===== src/rtl/vga_pkg.sv =====
// Shared VGA constants, colour type, position bank record and a span-test helper
// used by the sprite compositor.
package vga_pkg;

    localparam logic [9:0] H_ACTIVE    = 10'd640;
    localparam logic [9:0] V_ACTIVE    = 10'd480;
    localparam logic [9:0] VBLANK_LINE = 10'd480;
    localparam logic [9:0] PLAYER_Y    = 10'd464;

    typedef logic [11:0] rgb12_t;

    localparam rgb12_t COL_BLACK  = 12'h000;
    localparam rgb12_t COL_BULLET = 12'hFFF;
    localparam rgb12_t COL_PLAYER = 12'h0F0;
    localparam rgb12_t COL_ALIEN  = 12'hF0F;

    typedef struct packed {
        logic [9:0] player_x;
        logic [9:0] alien_x;
        logic [9:0] alien_y;
        logic [9:0] bullet_x;
        logic [9:0] bullet_y;
        logic       bullet_en;
    } pos_t;

    // True when p lies in [lo, lo+len-1]; 11-bit maths so spans near 1023 never wrap to 0.
    function automatic logic in_span(input logic [9:0] p, input logic [9:0] lo,
                                     input logic [10:0] len);
        logic [10:0] off;
        off = {1'b0, p} - {1'b0, lo};
        return ({1'b0, p} >= {1'b0, lo}) && (off < len);
    endfunction

endpackage


===== src/rtl/sprite_rom.sv =====
// Sprite bitmap ROM: bitmap 0 = player, bitmap 1 = alien; one 16-bit row per
// address, registered read (1-cycle latency). Bit 15 is the leftmost column.
module sprite_rom (
    input  logic        clk,
    input  logic        bitmap_sel,
    input  logic [2:0]  row,
    output logic [15:0] data
);

    logic [3:0]  addr;
    logic [15:0] rom_word;

    assign addr = {bitmap_sel, row};

    always_comb begin
        // NOTE: default first so every path assigns rom_word and no latch is inferred.
        rom_word = '0;
        case (addr)
            4'h0: rom_word = 16'h0180;
            4'h1: rom_word = 16'h03C0;
            4'h2: rom_word = 16'h07E0;
            4'h3: rom_word = 16'h7FFE;
            4'h4: rom_word = 16'hFFFF;
            4'h5: rom_word = 16'hFFFF;
            4'h6: rom_word = 16'hFFFF;
            4'h7: rom_word = 16'hFFFF;
            4'h8: rom_word = 16'h1FF8;
            4'h9: rom_word = 16'h3FFC;
            4'hA: rom_word = 16'h6DB6;
            4'hB: rom_word = 16'hFFFF;
            4'hC: rom_word = 16'hFFFF;
            4'hD: rom_word = 16'h2424;
            4'hE: rom_word = 16'h4812;
            4'hF: rom_word = 16'h8001;
            default: rom_word = '0;
        endcase
    end

    // NOTE: memory read register is not reset; its value is only used when the
    // reset-cleared sprite flags in the next stage select it.
    always_ff @(posedge clk) begin
        data <= rom_word;
    end

endmodule


===== src/rtl/sprite_compositor.sv =====
// Two-stage sprite compositor: double-banked positions, span tests, ROM lookup
// and priority colour mux. Optional collision flag under SPRITE_COLLISION_EN.
module sprite_compositor
    import vga_pkg::*;
#(
    parameter int     SPR_W    = 16,
    parameter int     SPR_H    = 8,
    parameter rgb12_t BG_RGB   = 12'h001,
    parameter int     BULLET_H = 4
) (
    input  logic       clk,
    input  logic       rst_n,
    input  logic [9:0] sx,
    input  logic [9:0] sy,
    input  logic       de,
    input  logic       hsync,
    input  logic       vsync,
    input  logic       pos_valid,
    output logic       pos_ready,
    input  logic [9:0] player_x,
    input  logic [9:0] alien_x,
    input  logic [9:0] alien_y,
    input  logic [9:0] bullet_x,
    input  logic [9:0] bullet_y,
    input  logic       bullet_en,
    output rgb12_t     rgb,
    output logic       de_o,
    output logic       hsync_o,
    output logic       vsync_o,
    output logic       hit
);

    localparam logic [10:0] W_SPAN = 11'(SPR_W);
    localparam logic [10:0] H_SPAN = 11'(SPR_H);
    localparam logic [10:0] B_SPAN = 11'(BULLET_H);

    pos_t pend, act;
    logic pend_full, promote, xfer;

    assign promote   = (sx == 10'd0) && (sy == VBLANK_LINE);
    assign xfer      = pos_valid && !pend_full;
    assign pos_ready = !pend_full;

    // Active bank only changes on the first blanking line, so drawing never tears.
    always_ff @(posedge clk or negedge rst_n) begin
        if (!rst_n) begin
            pend      <= '0;
            act       <= '0;
            pend_full <= 1'b0;
        end else begin
            if (promote && pend_full) begin
                act       <= pend;
                pend_full <= 1'b0;
            end
            if (xfer) begin
                pend      <= '{player_x: player_x, alien_x: alien_x, alien_y: alien_y,
                               bullet_x: bullet_x, bullet_y: bullet_y, bullet_en: bullet_en};
                pend_full <= 1'b1;
            end
        end
    end

    logic on_screen, player_c, alien_c, bullet_c;
    assign on_screen = (sx < H_ACTIVE) && (sy < V_ACTIVE);
    assign player_c  = on_screen && in_span(sx, act.player_x, W_SPAN) && in_span(sy, PLAYER_Y, H_SPAN);
    assign alien_c   = on_screen && in_span(sx, act.alien_x, W_SPAN) && in_span(sy, act.alien_y, H_SPAN);
    assign bullet_c  = on_screen && act.bullet_en && (sx == act.bullet_x)
                       && in_span(sy, act.bullet_y, B_SPAN);

    logic       s1_player, s1_alien, s1_bullet, s1_de, s1_hs, s1_vs;
    logic [3:0] s1_pcol, s1_acol;
    logic [2:0] s1_prow, s1_arow;

    always_ff @(posedge clk or negedge rst_n) begin
        if (!rst_n) begin
            s1_player <= 1'b0;
            s1_alien  <= 1'b0;
            s1_bullet <= 1'b0;
            s1_pcol   <= '0;
            s1_acol   <= '0;
            s1_prow   <= '0;
            s1_arow   <= '0;
            s1_de     <= 1'b0;
            s1_hs     <= 1'b1;
            s1_vs     <= 1'b1;
        end else begin
            s1_player <= player_c;
            s1_alien  <= alien_c;
            s1_bullet <= bullet_c;
            s1_pcol   <= 4'(sx - act.player_x);
            s1_acol   <= 4'(sx - act.alien_x);
            s1_prow   <= 3'(sy - PLAYER_Y);
            s1_arow   <= 3'(sy - act.alien_y);
            s1_de     <= de;
            s1_hs     <= hsync;
            s1_vs     <= vsync;
        end
    end

    logic [15:0] p_bits, a_bits;

    sprite_rom u_player_rom (.clk(clk), .bitmap_sel(1'b0), .row(s1_prow), .data(p_bits));
    sprite_rom u_alien_rom  (.clk(clk), .bitmap_sel(1'b1), .row(s1_arow), .data(a_bits));

    logic       s2_player, s2_alien, s2_bullet;
    logic [3:0] s2_pcol, s2_acol;

    always_ff @(posedge clk or negedge rst_n) begin
        if (!rst_n) begin
            s2_player <= 1'b0;
            s2_alien  <= 1'b0;
            s2_bullet <= 1'b0;
            s2_pcol   <= '0;
            s2_acol   <= '0;
            de_o      <= 1'b0;
            hsync_o   <= 1'b1;
            vsync_o   <= 1'b1;
        end else begin
            s2_player <= s1_player;
            s2_alien  <= s1_alien;
            s2_bullet <= s1_bullet;
            s2_pcol   <= s1_pcol;
            s2_acol   <= s1_acol;
            de_o      <= s1_de;
            hsync_o   <= s1_hs;
            vsync_o   <= s1_vs;
        end
    end

    logic player_px, alien_px;
    assign player_px = s2_player && p_bits[4'd15 - s2_pcol];
    assign alien_px  = s2_alien && a_bits[4'd15 - s2_acol];

    always_comb begin
        rgb = COL_BLACK;
        if (de_o) begin
            if (s2_bullet)      rgb = COL_BULLET;
            else if (player_px) rgb = COL_PLAYER;
            else if (alien_px)  rgb = COL_ALIEN;
            else                rgb = BG_RGB;
        end
    end

`ifdef SPRITE_COLLISION_EN
    logic hit_flag, coincide;
    assign coincide = de_o && s2_bullet && alien_px;
    assign hit      = coincide && !hit_flag;

    always_ff @(posedge clk or negedge rst_n) begin
        if (!rst_n)        hit_flag <= 1'b0;
        else if (promote)  hit_flag <= 1'b0;
        else if (coincide) hit_flag <= 1'b1;
    end
`else
    assign hit = 1'b0;
`endif

endmodule

===== config.mk =====
export PLATFORM = sky130hd
export DESIGN_NAME = sprite_compositor
export DESIGN_NICKNAME = d
export VERILOG_FILES = /design/src/rtl/vga_pkg.sv /design/src/rtl/sprite_rom.sv /design/src/rtl/sprite_compositor.sv
export SDC_FILE = /design/constraint.sdc
export NUM_CORES = 1
export LEC_CHECK = 0
export CORE_MARGIN = 2
export CORE_UTILIZATION = 34
export DETAILED_ROUTE_END_ITERATION = 7
export GPL_ROUTABILITY_DRIVEN = 0
export PLACE_DENSITY = 0.57
export SLEW_MARGIN = 20
export SYNTH_ARGS = -nofsm -noshare
export SYNTH_HDL_FRONTEND = slang
export SYNTH_SLANG_ARGS = --single-unit

===== constraint.sdc =====
create_clock -name clk -period 2.85 [get_ports clk]
set_input_delay 0.4275 -clock clk [delete_from_list [all_inputs] [get_ports clk]]
set_output_delay 0.4275 -clock clk [all_outputs]
set_load 0.1 [all_outputs]

==> reports/qor.csv, run 1 <==
metric,value,unit
first-pass GRT wire length,26400,microns
R2R Path End,s1_alien,
Final WS setup,0.0509,ns
Worst R2R Setup Slack,0.51,ns
DRT antenna net count,0,
wire per inst,14.9,microns
"Distinct cells, synth",55,
Tot Pwr,4890,uW
CP arrival,2.37,ns
Worst setup SP type,register,
Syn Nets,807,
maximum vdd drop,352,uV
Num CTS Buffers,17,
path type of the worst min-delay path,register to register,
Fill cells,2074,
Clock Sinks,148,
DRT iter0 DRCs,227,
final core utilization,0.445,
HP Start,s1_acol[3],
PwrDens,508,nW/um^2
cell taking the most area after synthesis,dfrtp_1,
total track usage,0.152,
fmax,357,MHz
worst skew pair latency,0.43,ns
Final HPWL DP,12500,microns
Clock Skew,0.0124,ns
root buf cell,clkbuf_16,
period utilization,0.982,
Sw Pwr,1250,uW
max_cap viols,0,
grt total ovfl,0,
Detailed Route WL,16400,microns
starting density of the core,0.343,
RSZ-0062 raised after global routing,true,
internal power,3640,uW
layout cell share with drive strength beyond 1,0.226,
min Tclk post-route,2.80,ns
sequential cell area,3660,sq um
DRC,0,
chip height,152,microns
cell area after synthesis,7420,sq um
cells after synthesis,682,
Reg power frac,0.469,
"EDFF count, synth",0,
combinational share of power,0.105,
Pins Over Slew Limit,0,
worst hold slack,0.348,ns
CORE AREA,21600,sq um
commonest register cell after synthesis,dfrtp_1,
pre-CTS WS,-0.181,ns
WHS Endpoint,s2_acol[3],
clock-pin transition on the worst setup and hold timing paths,0.06,ns
Multi-input gate area,3370,sq um
Final Hold Violating Endpoints,0,
Post-Syn Area per Cell,10.9,sq um
CP Class,register to primary output,
LEAKAGE,0.00443,uW
Worst Reg-to-Reg Cells,9,
diode count,0,
Final nets,935,
CTS tree,built,
row cnt,54,
via count,5240,
sequential fraction of the synthesis area,0.492,
Synth area leaders,"dfrtp_1 45%, mux2_2 10%, ha_1 7.6%, o21ai_0 3.9%, inv_1 3.2%",
vias in the first global route,5163,
clock power share,0.426,
Synth async-reset ratio,0.926,
status,completed,
initial antenna violation count,0,
routed vias/inst,4.75,
die area,23000,sq um
Min-Delay Path Depth,0,
Horiz. Die Dim,152,microns
DR pass1 iterations,6,
Worst Path Max Fanout,7,
post-synthesis to final-layout area growth,29.6,%
clock buffer depth,2,
largest net degree at the start of global routing,53,
port bufs,92,
CTS H-tree lvls,4,
final setup vio count,0,
Slew Limit Headroom,0.661,
Synth Warn #,0,
Synth Register Bits,148,
Worst Tran Pin Value,0.508,ns
post-synth top area share,0.448,
Worst EP required,2.42,ns
Worst R2R Start,act[31],
sw frac,0.255,
number of I/O pins,94,
CP Capture Type,primary output,
[worst max-delay path, cell delays in order (launching register included)]
cell,delay (ns)
dfrtp_2,0.41
mux4_2,0.50
mux4_2,0.49
a21oi_2,0.18
nor2b_4,0.06
buf_12,0.15
buf_12,0.16
[cells by family (layout without fill, tap and decap cells)]
| group | after synthesis | in the layout | synth area share |
|---|---|---|---|
| buffers and inverters | 94 | 235 | 0.0575 |
| other | 1 | 1 | 0.000505 |
| adders and majority gates | 48 | 48 | 0.0840 |
| AOI/OAI and AO/OA | 137 | 137 | 0.110 |
| DFF | 148 | 148 | 0.492 |
| muxes | 79 | 79 | 0.126 |
| xor gates and xnor gates | 23 | 23 | 0.0271 |
| and+or+nand+nor | 152 | 152 | 0.103 |
[cells in the mapped netlist, types with 4 or more instances]
| cell | n |
|---|---|
| ha_1 | 45 |
| a31oi_1 | 7 |
| o21a_1 | 4 |
| xor2_1 | 12 |
| buf_2 | 4 |
| nor2_1 | 25 |
| nand3_1 | 5 |
| xnor2_1 | 11 |
| nand4_1 | 5 |
| nor2b_1 | 8 |
| mux4_2 | 5 |
| clkbuf_1 | 8 |
| dfxtp_1 | 11 |
| mux2i_1 | 6 |
| nand2b_1 | 11 |
| o21ai_0 | 58 |
| nor3_1 | 7 |
| nand3b_1 | 5 |
| nand2_1 | 59 |
| nor4_1 | 8 |
| buf_6 | 4 |
| dfstp_2 | 4 |
| dfrtp_1 | 133 |
| mux2_2 | 68 |
| and3_1 | 6 |
| a21oi_1 | 31 |
| inv_1 | 64 |
| a21o_1 | 8 |
| o2111ai_1 | 4 |
| buf_4 | 10 |
[layout by cell type (no fill, tap or decap), drive strengths merged, types with 6 or more instances in the layout]
master	synthesis	layout
a21o	8	8
a21oi	31	31
a31oi	7	7
and3	6	6
buf	21	63
clkbuf	9	17
clkdlybuf4s50	0	75
dfrtp	133	133
dfxtp	11	11
ha	45	45
inv	64	71
mux2	68	68
mux2i	6	6
nand2	59	59
nand2b	11	11
nor2	25	25
nor2b	8	8
nor3	7	7
nor4	9	9
o21ai	60	60
xnor2	11	11
xor2	12	12
[sequential cells by signal (all words and copies together), names as in the netlist, 3 cells and up]
| name | flops |
|---|---|
| u_player_rom.data | 4 |
| s2_pcol | 4 |
| pend | 51 |
| u_alien_rom.data | 7 |
| s1_arow | 3 |
| s1_acol | 4 |
| s2_acol | 4 |
| act | 51 |
| s1_pcol | 4 |
| s1_prow | 3 |
[power by group through the flow]
stage,clock network [uW],registers [uW],logic (uW)
floorplan,0,2320,244
global placement,0,2330,511
detailed placement,0,2330,516
CTS,2140,2290,522
global route,2250,2310,565
finish,2080,2290,514
[worst max-delay path by stage]
stage | cells past startpoint | start | to | slack (ns)
5_1_grt | 6 | s2_acol[0] | rgb[10] | -0.03
2_1_floorplan | 8 | s2_pcol[1] | rgb[10] | -0.04
4_1_cts | 6 | s2_acol[0] | rgb[9] | 0.001
3_3_place_gp | 11 | sx[0] | s1_alien | -0.13
6_report | 6 | s2_acol[0] | rgb[9] | 0.05
3_5_place_dp | 11 | sx[0] | s1_alien | -0.18
[metrics by stage]
| stage | setup TNS, ns | cell area (sq um) | std cells |
|---|---|---|---|
| floorplan | -0.216 | 7440 | 682 |
| global placement | -0.134 | 9020 | 1067 |
| detailed placement | -0.182 | 9020 | 1067 |
| CTS | 0 | 9610 | 1102 |
| global route | -0.223 | 9620 | 1103 |
| finish | 0 | 9620 | 1103 |
[final cells by class]
cell class	count	area share
multi-input combinational	440	0.351
tap	280	0.0364
clock buffer	17	0.0442
inverter	64	0.0250
timing repair buffer	139	0.151
sequential	148	0.380
clock inverter	15	0.0128
[routing by layer]
| layer | global-route usage | part of all wire | vias to the layer above |
|---|---|---|---|
| met5 | 0 | 0 | - |
| met4 | 0.0560 | 0.018 | 0 |
| met3 | 0.0347 | 0.042 | 21 |
| met2 | 0.236 | 0.46 | 113 |
| met1 | 0.208 | 0.48 | 2487 |
| li1 | - | - | 2619 |
[timing repair]
item / in CTS / in global routing
buffers inserted: 2 / 2
setup endpoints to repair: 7 / 7
pin swaps: 0 / 1
gates resized for setup: 2 / 0
hold buffers: 1 / 0
hold endpoints to repair: 47 / 0
Power figures use the tool's default switching activity.
==> run 2: changes to the inputs <==
--- a/config.mk
+++ b/config.mk
@@ -5,12 +5,12 @@
 export SDC_FILE = /design/constraint.sdc
 export NUM_CORES = 1
 export LEC_CHECK = 0
+export CORE_ASPECT_RATIO = 0.6
 export CORE_MARGIN = 2
 export CORE_UTILIZATION = 34
 export DETAILED_ROUTE_END_ITERATION = 7
 export GPL_ROUTABILITY_DRIVEN = 0
 export PLACE_DENSITY = 0.57
-export SLEW_MARGIN = 20
 export SYNTH_ARGS = -nofsm -noshare
 export SYNTH_HDL_FRONTEND = slang
 export SYNTH_SLANG_ARGS = --single-unit
==> reports/qor.csv, run 2 (synthesized netlist as in run 1, its figures left out) <==
metric,value,unit,change
die area,23100,sq um,"was 23,000 sq um"
grt total ovfl,0,,unchanged
Reg power frac,0.461,,was 0.469
CTS H-tree lvls,4,,unchanged
row cnt,41,,was 54
port bufs,92,,unchanged
combinational share of power,0.105,,about the same
Worst Tran Pin Value,0.539,ns,was 0.508 ns
path type of the worst min-delay path,register to register,,unchanged
DRC,0,,unchanged
Final nets,937,,was 935
Clock Sinks,148,,unchanged
Clock Skew,0.0114,ns,was 0.0124 ns
clock buffer depth,2,,unchanged
CP Capture Type,primary output,,unchanged
Num CTS Buffers,17,,unchanged
internal power,3840,uW,was 3640 uW
min Tclk post-route,2.80,ns,about the same
routed vias/inst,4.79,,was 4.75
largest net degree at the start of global routing,57,,was 53
Horiz. Die Dim,195,microns,was 152 microns
DRT iter0 DRCs,316,,was 227
initial antenna violation count,0,,unchanged
fmax,358,MHz,was 357 MHz
Tot Pwr,4990,uW,was 4890 uW
Pins Over Slew Limit,0,,unchanged
RSZ-0062 raised after global routing,true,,unchanged
"most common cell after layout, fill and taps aside",dfrtp_1,,unchanged
period utilization,0.981,,was 0.982
post-synthesis to final-layout area growth,30.0,%,was 29.6%
Worst R2R Setup Slack,0.45,ns,was 0.51 ns
largest registers,"act x51, pend x51, u_alien_rom.data x7",,unchanged
Setup TNS,0,ns,unchanged
Sw Pwr,1150,uW,was 1250 uW
LEAKAGE,0.00447,uW,was 0.00443 uW
root buf cell,clkbuf_16,,unchanged
chip height,118,microns,was 152 microns
CTS tree,built,,unchanged
Slew Limit Headroom,0.641,,was 0.661
max_cap viols,0,,unchanged
total track usage,0.160,,was 0.152
Worst setup SP type,register,,unchanged
vias in the first global route,5322,,"was 5,163"
CORE AREA,21200,sq um,"was 21,600 sq um"
status,completed,,unchanged
number of I/O pins,94,,unchanged
layout cell share with drive strength beyond 1,0.221,,was 0.226
starting density of the core,0.350,,was 0.343
DR pass1 iterations,4,,was 6
Worst Path Max Fanout,7,,unchanged
Detailed Route WL,17500,microns,"was 16,400 microns"
CP Class,register to primary output,,unchanged
worst skew pair latency,0.43,ns,about the same
via count,5283,,"was 5,240"
Final Hold Violating Endpoints,0,,unchanged
Final HPWL DP,13200,microns,"was 12,500 microns"
clock power share,0.435,,was 0.426
fin area,9640,sq um,was 9620 sq um
most frequent cells in the layout,"131 x dfrtp_1, 74 x clkdlybuf4s50_1, 68 x mux2_2, 64 x inv_1, 59 x nand2_1",,"was 131 x dfrtp_1, 75 x clkdlybuf4s50_1, 68 x mux2_2, 64 x inv_1, 59 x nand2_1"
clock-pin transition on the worst setup and hold timing paths,0.05,ns,was 0.06 ns
CP arrival,2.37,ns,about the same
sw frac,0.230,,was 0.255
first-pass GRT wire length,28400,microns,"was 26,400 microns"
Fill cells,2007,,"was 2,074"
diode count,0,,unchanged
Placed Instance Area,9020,sq um,about the same
Worst EP required,2.42,ns,about the same
maximum vdd drop,419,uV,was 352 uV
PwrDens,517,nW/um^2,was 508 nW/um^2
wire per inst,15.8,microns,was 14.9 microns
DRT antenna net count,0,,unchanged
final setup vio count,0,,unchanged
[run 2: cell types whose count changed in the layout (fill, tap and decap cells not counted), sizes merged]
cell           change
clkinvlp           -5
clkinv             +1
clkbuf             +9
bufinv             +2
clkdlybuf4s50      -1
inv                -7
dlymetal6s2s       +1
buf                +2
[run 2: layer usage]
layer	part of all wire	track usage	wire length, microns	vias to the layer above
met1	0.54	0.247	9460	2535
met3	0.054	0.0411	945	8
met2	0.40	0.216	7010	115
li1	-	-	-	2625
met5	0	0	0	-
met4	0.0036	0.0433	63	0
[run 2: power by group through the flow]
stage	sequential, uW	clock (uW)	combinational, uW
finish	2300	2170	522
global route	2310	2320	571
CTS	2300	2230	524
detailed placement	2340	0	517
global placement	2340	0	514
floorplan	2320	0	244
[run 2: area by class of cell]
class	count	area, sq um	area share
Clock buffer	26	479	0.0497
Multi-Input combinational cell	440	3380	0.351
Timing Repair Buffer	141	1460	0.151
Tap cell	279	349	0.0362
Inverter	64	240	0.0249
Sequential cell	148	3660	0.379
Clock inverter	6	80.1	0.00830
[run 2: critical path, stage by stage, from the launching register on]
cell     delay (ns)
dfrtp_2        0.41
mux4_2         0.50
mux4_2         0.52
a21oi_4        0.16
nor2b_4        0.06
buf_12         0.15
buf_12         0.16
[run 2: worst paths after layout]
| check | start | endpoint | depth (start not counted) |
|---|---|---|---|
| setup / recovery | s2_acol[0] | rgb[2] | 6 |
| hold / removal | s1_acol[0] | s2_acol[0] | 0 |
| setup reg to reg | act[31] | s1_alien | 9 |
| hold reg to reg | s1_acol[0] | s2_acol[0] | 0 |
| max in group asynchronous | rst_n | s1_vs | 3 |
| min in group asynchronous | rst_n | act[1] | 2 |
[run 2: timing repair]
| item | CTS | global route |
|---|---|---|
| resized for setup | 2 | 3 |
| setup buffers | 2 | 2 |
| gates cloned | 0 | 0 |
| hold buffers | 1 | 0 |
| endpoints found under the setup margin | 7 | 8 |
| hold endpoints to repair | 53 | 0 |
| pin swaps | 0 | 1 |
[run 2: metrics by stage]
stage,cells,worst slack [ns],hold slack [ns],util
floorplan,682,-0.0360,0.132,-
global placement,1068,-0.197,0.333,0.426
detailed placement,1068,-0.242,0.335,0.426
CTS,1103,0.000649,0.348,0.454
global route,1104,-0.0491,0.358,0.455
finish,1104,0.0546,0.347,0.455
==> run 3: changes to the inputs <==
--- a/config.mk
+++ b/config.mk
@@ -5,7 +5,7 @@
 export SDC_FILE = /design/constraint.sdc
 export NUM_CORES = 1
 export LEC_CHECK = 0
-export CORE_ASPECT_RATIO = 0.6
+export CORE_ASPECT_RATIO = 2
 export CORE_MARGIN = 2
 export CORE_UTILIZATION = 34
 export DETAILED_ROUTE_END_ITERATION = 7
==> reports/qor.csv, run 3 (synthesized netlist as in run 1, its figures left out) <==
metric,value,unit,change
final core utilization,0.453,,was 0.455
Num CTS Buffers,17,,unchanged
most frequent cells in the layout,"130 x dfrtp_1, 75 x clkdlybuf4s50_1, 68 x mux2_2, 64 x inv_1, 59 x nand2_1",,"was 131 x dfrtp_1, 74 x clkdlybuf4s50_1, 68 x mux2_2, 64 x inv_1, 59 x nand2_1"
Worst EP required,2.42,ns,about the same
Setup TNS,0,ns,unchanged
Worst R2R Start,act[21],,was act[31]
sequential cell area,3660,sq um,about the same
Final nets,941,,was 937
final setup vio count,0,,unchanged
chip height,213,microns,was 118 microns
post-synthesis to final-layout area growth,31.1,%,was 30.0%
via count,5393,,"was 5,283"
clock power share,0.446,,was 0.435
Detailed Route WL,17900,microns,"was 17,500 microns"
Horiz. Die Dim,108,microns,was 195 microns
vias in the first global route,5756,,"was 5,322"
fmax,354,MHz,was 358 MHz
maximum vdd drop,309,uV,was 419 uV
DRT antenna net count,0,,unchanged
worst skew pair latency,0.42,ns,was 0.43 ns
Final HPWL DP,13900,microns,"was 13,200 microns"
Sw Pwr,1200,uW,was 1150 uW
Final Hold Violating Endpoints,0,,unchanged
Worst Path Max Fanout,7,,unchanged
status,completed,,unchanged
total track usage,0.165,,was 0.160
starting density of the core,0.345,,was 0.350
first-pass GRT wire length,28700,microns,"was 28,400 microns"
Pins Over Slew Limit,0,,unchanged
layout cell share with drive strength beyond 1,0.232,,was 0.221
largest net degree at the start of global routing,63,,was 57
Fill cells,2077,,"was 2,007"
clock-pin transition on the worst setup and hold timing paths,0.06,ns,was 0.05 ns
die area,23100,sq um,about the same
min Tclk post-route,2.82,ns,was 2.80 ns
DRC,0,,unchanged
wire per inst,16.2,microns,was 15.8 microns
Clock Skew,0.00772,ns,was 0.0114 ns
CP Capture Type,primary output,,unchanged
HP Start,s1_acol[3],,was s1_acol[0]
CTS tree,built,,unchanged
CTS H-tree lvls,4,,unchanged
LEAKAGE,0.00449,uW,was 0.00447 uW
Clock Sinks,148,,unchanged
routed vias/inst,4.89,,was 4.79
RSZ-0062 raised after global routing,true,,unchanged
"most common cell after layout, fill and taps aside",dfrtp_1,,unchanged
grt total ovfl,0,,unchanged
DR pass1 iterations,4,,unchanged
largest registers,"act x51, pend x51, u_alien_rom.data x7",,unchanged
DRT iter0 DRCs,188,,was 316
sw frac,0.235,,was 0.230
period utilization,0.990,,was 0.981
path type of the worst min-delay path,register to register,,unchanged
initial antenna violation count,0,,unchanged
CORE AREA,21500,sq um,"was 21,200 sq um"
CP Class,register to primary output,,unchanged
root buf cell,clkbuf_16,,unchanged
CP arrival,2.39,ns,was 2.37 ns
internal power,3890,uW,was 3840 uW
number of I/O pins,94,,unchanged
clock buffer depth,2,,unchanged
row cnt,76,,was 41
port bufs,92,,unchanged
diode count,0,,unchanged
CP Launch Point,s2_acol[0],,unchanged
PwrDens,523,nW/um^2,was 517 nW/um^2
Multi-input gate area,3390,sq um,was 3380 sq um
combinational share of power,0.103,,was 0.105
Worst setup SP type,register,,unchanged
Reg power frac,0.451,,was 0.461
max_cap viols,0,,unchanged
-- run 3: final cells by class --
type | instances | area share
Sequential cell | 148 | 0.376
Multi-Input combinational cell | 440 | 0.348
Timing Repair Buffer | 145 | 0.155
Clock buffer | 20 | 0.0449
Tap cell | 273 | 0.0351
Inverter | 64 | 0.0247
Clock inverter | 12 | 0.0161
-- run 3: critical path: stages (launching register included) --
cell and delay [ns]:
dfrtp_2 0.42, mux4_2 0.50, mux4_2 0.50, a21oi_2 0.18
nor2b_4 0.06, buf_12 0.15, buf_12 0.16
-- run 3: power by group through the flow --
stage	Sequential, uW	Combinational (uW)	Clock (uW)
after floorplan	2320	244	0
after global placement	2330	519	0
after detailed placement	2340	524	0
after CTS	2300	531	2320
after global routing	2310	575	2420
final	2300	525	2270
-- run 3: per-stage QoR --
step / setup slack (ns) / area (sq um) / std cells / hold slack, ns / total power [uW]
6_report: 0.0276 / 9730 / 1102 / 0.348 / 5090
3_3_place_gp: -0.175 / 9040 / 1064 / 0.332 / 2850
4_1_cts: 0.00783 / 9690 / 1100 / 0.350 / 5150
3_5_place_dp: -0.261 / 9040 / 1064 / 0.336 / 2860
5_1_grt: -0.0734 / 9730 / 1102 / 0.361 / 5310
2_1_floorplan: -0.0360 / 7440 / 682 / 0.132 / 2570
-- run 3: repair_timing --
item / in CTS / in global routing
setup buffers: 3 / 3
hold buffers: 1 / 0
setup endpoints to repair: 7 / 12
endpoints found under the hold margin: 42 / 0
gates resized for setup: 4 / 2
pin swaps: 2 / 2
-- run 3: worst paths after layout --
path                               to  slack, ns  depth (start not counted)
min reg2reg                s2_acol[3]       0.35                          0
max in group asynchronous  s2_pcol[1]       1.57                          3
min                        s2_acol[3]       0.35                          0
max                            rgb[3]       0.03                          6
min in group asynchronous     pend[9]       0.50                          2
max reg2reg                  s1_alien       0.37                          9
-- run 3: metal layers --
layer,track usage,vias up,wire (microns)
met4,0.0796,0,605
met3,0.0293,33,418
met2,0.315,100,10200
li1,-,2638,-
met5,0,-,0
met1,0.168,2622,6670
